<file path="config.mk">
export PLATFORM = sky130hd
export DESIGN_NAME = obi_reg_csr_bridge
export DESIGN_NICKNAME = d
export VERILOG_FILES = /design/src/rtl/cei_mochila_pkg.sv /design/src/rtl/obi_pkg.sv /design/src/rtl/reg_pkg.sv /design/src/rtl/csr_rr_arbiter.sv /design/src/rtl/obi_reg_csr_bridge.sv
export SDC_FILE = /design/constraint.sdc
export NUM_CORES = 1
export LEC_CHECK = 0
export ABC_AREA = 1
export CORE_AREA = 2 2 206 208
export CTS_CLUSTER_SIZE = 12
export DETAILED_ROUTE_END_ITERATION = 12
export DIE_AREA = 0 0 208 210
export SETUP_SLACK_MARGIN = 0.05
export SLEW_MARGIN = 0
export SYNTH_ARGS = -nofsm -noshare
export SYNTH_HDL_FRONTEND = slang
export SYNTH_HIERARCHICAL = 1
export SYNTH_SLANG_ARGS = --single-unit
export TNS_END_PERCENT = 20
</file>
<file path="constraint.sdc">
create_clock -name clk_i -period 4.4 [get_ports clk_i]
set_clock_uncertainty 0.05 [all_clocks]
set_input_delay 0.88 -clock clk_i [delete_from_list [all_inputs] [get_ports clk_i]]
set_output_delay 0.88 -clock clk_i [all_outputs]
set_load 0.02 [all_outputs]
</file>
<file path="src/rtl/cei_mochila_pkg.sv">
// Wrapper-level constants for the CSR access path.
package cei_mochila_pkg;

  localparam int unsigned WRAPPER_CSR_TIMEOUT = 255;
  localparam logic [31:0] WRAPPER_CSR_ERR_RDATA = 32'hBADC_AB1E;

endpackage

</file>
<file path="src/rtl/obi_pkg.sv">
// OBI request/response bundles shared by the core data ports.
package obi_pkg;

  typedef struct packed {
    logic        req;
    logic        we;
    logic [3:0]  be;
    logic [31:0] addr;
    logic [31:0] wdata;
  } obi_req_t;

  typedef struct packed {
    logic        gnt;
    logic        rvalid;
    logic [31:0] rdata;
  } obi_resp_t;

endpackage

</file>
<file path="src/rtl/reg_pkg.sv">
// Register-interface request/response bundles.
package reg_pkg;

  typedef struct packed {
    logic [31:0] addr;
    logic        write;
    logic [31:0] wdata;
    logic [3:0]  wstrb;
    logic        valid;
  } reg_req_t;

  typedef struct packed {
    logic [31:0] rdata;
    logic        error;
    logic        ready;
  } reg_rsp_t;

endpackage

</file>
<file path="src/rtl/csr_rr_arbiter.sv">
// Combinational round-robin pick; search starts at ptr and wraps.
module csr_rr_arbiter #(
  parameter int N = 4,
  parameter int W = $clog2(N)
) (
  input  logic [N-1:0] req,
  input  logic [W-1:0] ptr,
  input  logic         en,
  output logic [N-1:0] gnt,
  output logic [W-1:0] idx
);

  logic         found;
  logic [W-1:0] k;

  always_comb begin
    gnt   = '0;
    idx   = '0;
    found = 1'b0;
    k     = '0;
    if (en) begin
      for (int i = 0; i < N; i++) begin
        k = W'((int'(ptr) + i) % N);
        if (!found && req[k]) begin
          found  = 1'b1;
          gnt[k] = 1'b1;
          idx    = k;
        end
      end
    end
  end

endmodule

</file>
<file path="src/rtl/obi_reg_csr_bridge.sv">
// N-master OBI plus external reg port onto one CSR reg port,
// round-robin arbitrated, one transaction in flight, with timeout.
module obi_reg_csr_bridge
  import obi_pkg::*;
  import reg_pkg::*;
  import cei_mochila_pkg::*;
#(
  parameter int          NMASTER        = 3,
  parameter int unsigned TIMEOUT_CYCLES = WRAPPER_CSR_TIMEOUT,
  parameter logic [31:0] ERR_RDATA      = WRAPPER_CSR_ERR_RDATA
) (
  input  logic                           clk_i,
  input  logic                           rst_i,
  input  obi_req_t                       obi_req_i  [NMASTER],
  output obi_resp_t                      obi_resp_o [NMASTER],
  input  reg_req_t                       ext_reg_req_i,
  output reg_rsp_t                       ext_reg_rsp_o,
  output reg_req_t                       reg_req_o,
  input  reg_rsp_t                       reg_rsp_i,
  output logic                           err_o,
  output logic [$clog2(NMASTER+1)-1:0]   err_src_o
);

  localparam int NSRC = NMASTER + 1;
  localparam int SW = $clog2(NSRC);
  localparam logic [SW-1:0] EXT = SW'(NMASTER);
  localparam logic [7:0] TO_LAST = 8'(TIMEOUT_CYCLES - 1);

  typedef enum logic [1:0] {
    IDLE,
    ACCESS,
    RESP
  } state_e;

  state_e        state_q, state_d;
  logic [SW-1:0] rr_q, rr_d;
  logic [SW-1:0] owner_q, owner_d;
  logic [SW-1:0] err_src_q;
  logic [7:0]    cnt_q, cnt_d;
  reg_req_t      lat_q, lat_d;
  logic [31:0]   rdata_q, rdata_d;
  logic [NSRC-1:0] arb_req, arb_gnt;
  logic [SW-1:0] arb_idx;
  logic          arb_en;
  logic          own_ext;
  logic          timeout_hit;

  // Grants are held off while reset is asserted so outputs stay 0.
  assign arb_en = (state_q == IDLE) && !rst_i;
  assign own_ext = (owner_q == EXT);
  assign timeout_hit = (TIMEOUT_CYCLES != 0) && (cnt_q == TO_LAST);
  assign err_src_o = err_o ? owner_q : err_src_q;

  always_comb begin
    arb_req = '0;
    for (int i = 0; i < NMASTER; i++) begin
      arb_req[i] = obi_req_i[i].req;
    end
    arb_req[NMASTER] = ext_reg_req_i.valid;
  end

  csr_rr_arbiter #(
    .N (NSRC),
    .W (SW)
  ) u_arb (
    .req (arb_req),
    .ptr (rr_q),
    .en  (arb_en),
    .gnt (arb_gnt),
    .idx (arb_idx)
  );

  always_comb begin
    state_d = state_q;
    rr_d    = rr_q;
    owner_d = owner_q;
    cnt_d   = cnt_q;
    lat_d   = lat_q;
    rdata_d = rdata_q;
    for (int i = 0; i < NMASTER; i++) begin
      obi_resp_o[i] = '0;
    end
    reg_req_o     = '0;
    ext_reg_rsp_o = '0;
    err_o         = 1'b0;
    unique case (state_q)
      IDLE: begin
        if (|arb_gnt) begin
          owner_d = arb_idx;
          rr_d    = (arb_idx == EXT) ? '0 : arb_idx + 1'b1;
          cnt_d   = '0;
          state_d = ACCESS;
          for (int i = 0; i < NMASTER; i++) begin
            if (arb_gnt[i]) begin
              obi_resp_o[i].gnt = 1'b1;
              lat_d.addr  = obi_req_i[i].addr;
              lat_d.write = obi_req_i[i].we;
              lat_d.wdata = obi_req_i[i].wdata;
              lat_d.wstrb = obi_req_i[i].be;
              lat_d.valid = 1'b0;
            end
          end
        end
      end
      ACCESS: begin
        reg_req_o       = own_ext ? ext_reg_req_i : lat_q;
        reg_req_o.valid = 1'b1;
        // A ready in the expiry cycle takes priority over the abort.
        if (reg_rsp_i.ready) begin
          err_o = reg_rsp_i.error;
          if (own_ext) begin
            ext_reg_rsp_o = reg_rsp_i;
            state_d       = IDLE;
          end else begin
            rdata_d = reg_rsp_i.rdata;
            state_d = RESP;
          end
        end else if (timeout_hit) begin
          err_o = 1'b1;
          if (own_ext) begin
            ext_reg_rsp_o.ready = 1'b1;
            ext_reg_rsp_o.error = 1'b1;
            state_d             = IDLE;
          end else begin
            rdata_d = ERR_RDATA;
            state_d = RESP;
          end
        end else begin
          cnt_d = cnt_q + 8'd1;
        end
      end
      RESP: begin
        for (int i = 0; i < NMASTER; i++) begin
          if (owner_q == SW'(i)) begin
            obi_resp_o[i].rvalid = 1'b1;
            obi_resp_o[i].rdata  = rdata_q;
          end
        end
        state_d = IDLE;
      end
      default: state_d = IDLE;
    endcase
  end

  always_ff @(posedge clk_i or posedge rst_i) begin
    if (rst_i) begin
      state_q   <= IDLE;
      rr_q      <= '0;
      owner_q   <= '0;
      err_src_q <= '0;
      cnt_q     <= '0;
      lat_q     <= '0;
      rdata_q   <= '0;
    end else begin
      state_q   <= state_d;
      rr_q      <= rr_d;
      owner_q   <= owner_d;
      err_src_q <= err_src_o;
      cnt_q     <= cnt_d;
      lat_q     <= lat_d;
      rdata_q   <= rdata_d;
    end
  end

endmodule
</file>
Word level (Yosys, flattened, before mapping)

Cells that the tools add are included.

Output and inout port bits: 209
Word-level logic and storage cells: 141
Register bits: 118
Input port bits: 316

Add/subtract/negate cells: 5
Multiplexer cells: 79
Reduce and logical (&&, ||, !) cells: 23
Bitwise logic cells: 4
Magnitude comparators: 8
Equal/unequal tests: 11

Operators with widths:

| kind                                                                  | count |
|---|---|
| 70-bit two-way mux                                                    | 5 |
| 33-bit two-way mux                                                    | 6 |
| 32-bit two-way mux                                                    | 5 |
| 34-bit two-way mux                                                    | 2 |
| 4-bit two-way mux                                                     | 8 |
| 2-bit two-way mux                                                     | 14 |
| 1-bit two-way mux                                                     | 26 |
| 8-bit two-way mux                                                     | 3 |
| 8-bit case mux with 2 select lines                                    | 1 |
| 2-bit by 3-bit < comparator with 1-bit output, second input constant  | 4 |
| 4-bit bitwise OR                                                      | 3 |
| 8-bit by 1-bit adder with 8-bit output, second input constant         | 1 |
| 1-bit binary-select mux with 2-bit select                             | 4 |
| 1-bit demux with 2-bit select                                         | 4 |
| 2-bit equality test, second input constant                            | 4 |
| 8-bit equality test, second input constant                            | 1 |
| 2-bit by 1-bit >= comparator with 1-bit output, second input constant | 4 |
| 1-bit logical AND                                                     | 8 |
| 3-bit AND reduction                                                   | 2 |
| 2-bit by 1-bit adder with 2-bit output, second input constant         | 2 |
| 2-bit adder, second input constant                                    | 2 |
| 2-bit by 1-bit equality test with 1-bit output, second input constant | 2 |
| 1-bit logical NOT                                                     | 4 |
| 2-bit logical NOT                                                     | 2 |
| other kinds (10)                                                      | 13 |

Depth between registers and ports, before layout

Depth after elaboration: 19
Gate-level depth with buffers: 19
Depth with buffers taken out: 16

Hierarchy

The synthesis kept the hierarchy.

Modules (own cells, without submodules):

| module             | area each (um2) | cells an instance | instances | sequential area each (um2) |
|---|---|---|---|---|
| obi_reg_csr_bridge | 8363.0          | 1352              | 1         | 2927.8 |
| csr_rr_arbiter     | 540.5           | 88                | 1         | 0.0 |

Worst setup path before layout

Ideal clock, no wire load.

Path kind: input -> output
From: in obi_req_i[69] (netlist name)
To: out obi_resp_o[33] (netlist name)
Required time: 3470 ps
Arrival: 2077 ps
Buffers on the path: 1
Slack: 1393 ps
Stages on the path: 12
Cells stage by stage: inv_1 -> nand2_4 -> nand3_2 -> nand2_4 -> nor2_4 -> buf_6 -> nand3_1 -> nand3_1 -> nand2_1 -> inv_1 -> inv_1 -> nor2_1

RTL lines:

| element     | RTL line                 | RTL |
|---|---|---|
| from (decl) | obi_reg_csr_bridge.sv:14 | `input obi_req_t obi_req_i [NMASTER],` |
| to (decl)   | obi_reg_csr_bridge.sv:15 | `output obi_resp_t obi_resp_o [NMASTER],` |

==> metrics.md <==
| Metric | Value |
|---|---|
| Placer Congestion | `0.8685` |
| Post-CTS Resized | `0` |
| Area Overhead vs Synth | `70.52%` |
| Fmax | `243.1 MHz` |
| Max-cap violation count | `0` |
| Most frequent cell after synthesis | `nand2_1` |
| RSZ-0062 raised after global routing | `false` |
| Cts hold-fix bufs | `0` |
| Net Switching | `0.003914 W` |
| Total setup buffers inserted after CTS | `0` |
| IO buf count | `524` |
| Sequential area share after synthesis | `32.88%` |
| Worst hold slack | `420.8 ps` |
| Tot GR Track Use | `16.77%` |
| Multi-input combinational cell area | `0.004576 mm²` |
| Final Core Density | `36.60%` |
| Final Hold Fails | `0` |
| Fin. max-slew vios | `0` |
| Syn avg cell area | `6.183 µm²` |
| Post-synth top area cell | `dfrtp_1` |
| Yosys reg bits | `117` |
| Clock Tree Root | `clkbuf_16` |
| Clock share of power | `18.0%` |
| Period utilization | `93.50%` |
| Cells after synthesis | `1440` |
| Sw Ratio | `47.35%` |
| Die Span Y | `210 µm` |
| Distinct cells, synth | `30` |
| Largest net degree at the start of global routing | `140` |
| Initial antenna violation count | `3` |
| Largest cells by area after synthesis | `dfrtp_1, nand2_1, o21ai_0, inv_1, nor2_1` |
| Arrival time worst endpoint | `3180 ps` |
| Setup_tns | `0 ps` |
| Worst-Margin Slew | `1248 ps` |
| Total power draw | `0.008266 W` |
| Peak supply drop | `384.1 µV` |
| Kind of critical path | `input pin to output pin` |
| Total clock sinks | `117` |
| Sequential power share | `21.8%` |
| Worst setup SP type | `input pin` |
| WL per Instance | `15.47 µm` |
| Largest fanout on the critical path | `11` |
| Min Tclk post-route | `4114 ps` |
| Relative slew margins | `16.81%` |
| Met2 WL | `18570 µm` |
| Hold Crit Class | `flip-flop to flip-flop` |
| Post-synth EDFFs | `0` |
| Clock Pin Slew Worst Setup and Hold Paths | `60 ps` |
| Seq. cell area | `0.002928 mm²` |
| Antenna-violating nets left | `0` |
| Synth top area share | `32.88%` |
| Max layer used | `met4` |
| Vias in the first global route | `10390` |
| Total number of vias | `10740` |
| CTS tree | `yes` |
| Global-route wire length before repair | `57470 µm` |
| First-pass iteration count of the detailed router | `5` |
| H-tree Lvls | `4` |
| P_leak | `6.626 nW` |
| Ys flop type | `dfrtp_1` |
| Post-DP HPWL | `29550 µm` |
| Die W | `208 µm` |
| Post-Syn Area | `0.008904 mm²` |
| Max Buffers Root-to-Sink | `2` |
| Core area | `0.04148 mm²` |
| Top cells by count, synth | `nand2_1, inv_1, o21ai_0, nor2_1, dfrtp_1` |
| WP data required | `3470 ps` |
| Count of final setup violators | `0` |
| WL final | `38000 µm` |
| # DRC | `0` |
| TritonCTS Buffers | `17` |
| Outcome | `completed` |
| Fill count | `4454` |
| Layout cells sized above 1 | `4.648%` |
| Wire length on met3 | `2755 µm` |
| IO Pins | `525` |
| Fraction of registers with async set/reset | `100.0%` |
| Cell internal pwr | `0.004352 W` |
| Crit path capture type | `output pin` |
| Combinational share of power | `60.2%` |
| Synth warn | `6` |
| Syn nets | `1766` |
| DRT iter0 DRCs | `484` |
| Power per cell area | `544.4 mW/mm²` |
| GRT overflow | `0` |
| Via/cell ratio | `4.372` |
| Met1 Wirelength | `15470 µm` |
| FP Rows | `75` |
| Die area | `0.04368 mm²` |
| Skew-Pair Late Insertion Delay | `430 ps` |
| Initial Utilization | `21.47%` |
| Fin nets | `2228` |
==> worst paths after layout <==
path | to | depth (start not counted) | start | slack, ps
max | obi_resp_o[33] | 13 | obi_req_i[69] | 290
min | rdata_q[21] | 2 | rdata_q[21] | 420
max reg2reg | lat_q[11] | 15 | rr_q[1] | 830
min reg2reg | rdata_q[21] | 2 | rdata_q[21] | 420
max in group asynchronous | lat_q[3] | 3 | rst_i | 2650
min in group asynchronous | rr_q[1] | 2 | rst_i | 890
==> routing by layer <==
metal | vias to the layer above | GRT usage [%]
li1 | 5420 | -
met1 | 4823 | 19.09
met2 | 440 | 29.68
met3 | 54 | 4.499
met4 | 0 | 6.945
met5 | - | 0
==> cells by family (layout without fill, tap and decap cells) <==
logic type / Yosys count / after routing / share of synthesized area (%)
AOI/OAI and AO/OA: 365 / 365 / 20.81
xor gates and xnor gates: 1 / 1 / 0.09839
adders and majority gates: 10 / 10 / 1.405
buffers and inverters: 339 / 814 / 15.98
DFF: 117 / 117 / 32.88
other: 0 / 2 / 0
and+or+nand+nor: 608 / 608 / 28.82
==> worst max-delay path: stages <==
cell             delay [ps]
clkdlybuf4s50_1         450
inv_1                   110
nand2_4                  60
nand3_2                 130
nand2_4                  90
nor2_4                  250
nand4_1                 130
nand3_1                  90
nand2_1                  80
inv_4                    90
inv_1                    70
nor2_1                  100
clkdlybuf4s50_1         630
==> registers in the layout, indices dropped and copies added (netlist names) <==
register	flops
cnt_q	8
state_q	2
rdata_q	32
err_src_q	2
rr_q	2
owner_q	2
lat_q	69
==> power groups by stage <==
| stage | clock, W | combinational (W) | sequential (W) |
|---|---|---|---|
| 5_1_grt | 0.00158 | 0.00554 | 0.00186 |
| 3_3_place_gp | 0 | 0.00497 | 0.00180 |
| 2_1_floorplan | 0 | 0.00322 | 0.00177 |
| 3_5_place_dp | 0 | 0.00501 | 0.00182 |
| 4_1_cts | 0.00155 | 0.00503 | 0.00180 |
| 6_report | 0.00149 | 0.00497 | 0.00180 |
==> cell usage in the layout, fill, tap and decap left out, drive strengths merged, types with 10 or more instances in the layout <==
cell,Yosys,final
nor2,156,156
clkdlybuf4s50,0,524
o21ai,279,279
clkbuf,38,21
buf,61,18
dfrtp,117,117
ha,10,10
nand4,38,38
inv,240,240
nand3,32,32
nand2,380,380
a21oi,77,77
==> cell type report <==
cell class                 count  area share (%)
sequential                   117           19.28
clock inverter                11          0.9807
timing repair buffer         542           36.01
tap                          539           4.442
multi-input combinational    984           30.14
clock buffer                  21           3.099
inverter                     240           6.008
antenna                        2         0.03297
==> through the flow <==
step / instance area (µm²) / std cells / worst slack, ps
after floorplan: 8904 / 1440 / 369.2
after global placement: 14560 / 2422 / 258.1
after detailed placement: 14560 / 2422 / 233.0
after CTS: 15180 / 2454 / 321.9
after global routing: 15180 / 2455 / 98.24
final: 15180 / 2456 / 286.0
No activity file was read; power rests on OpenSTA's default activity.
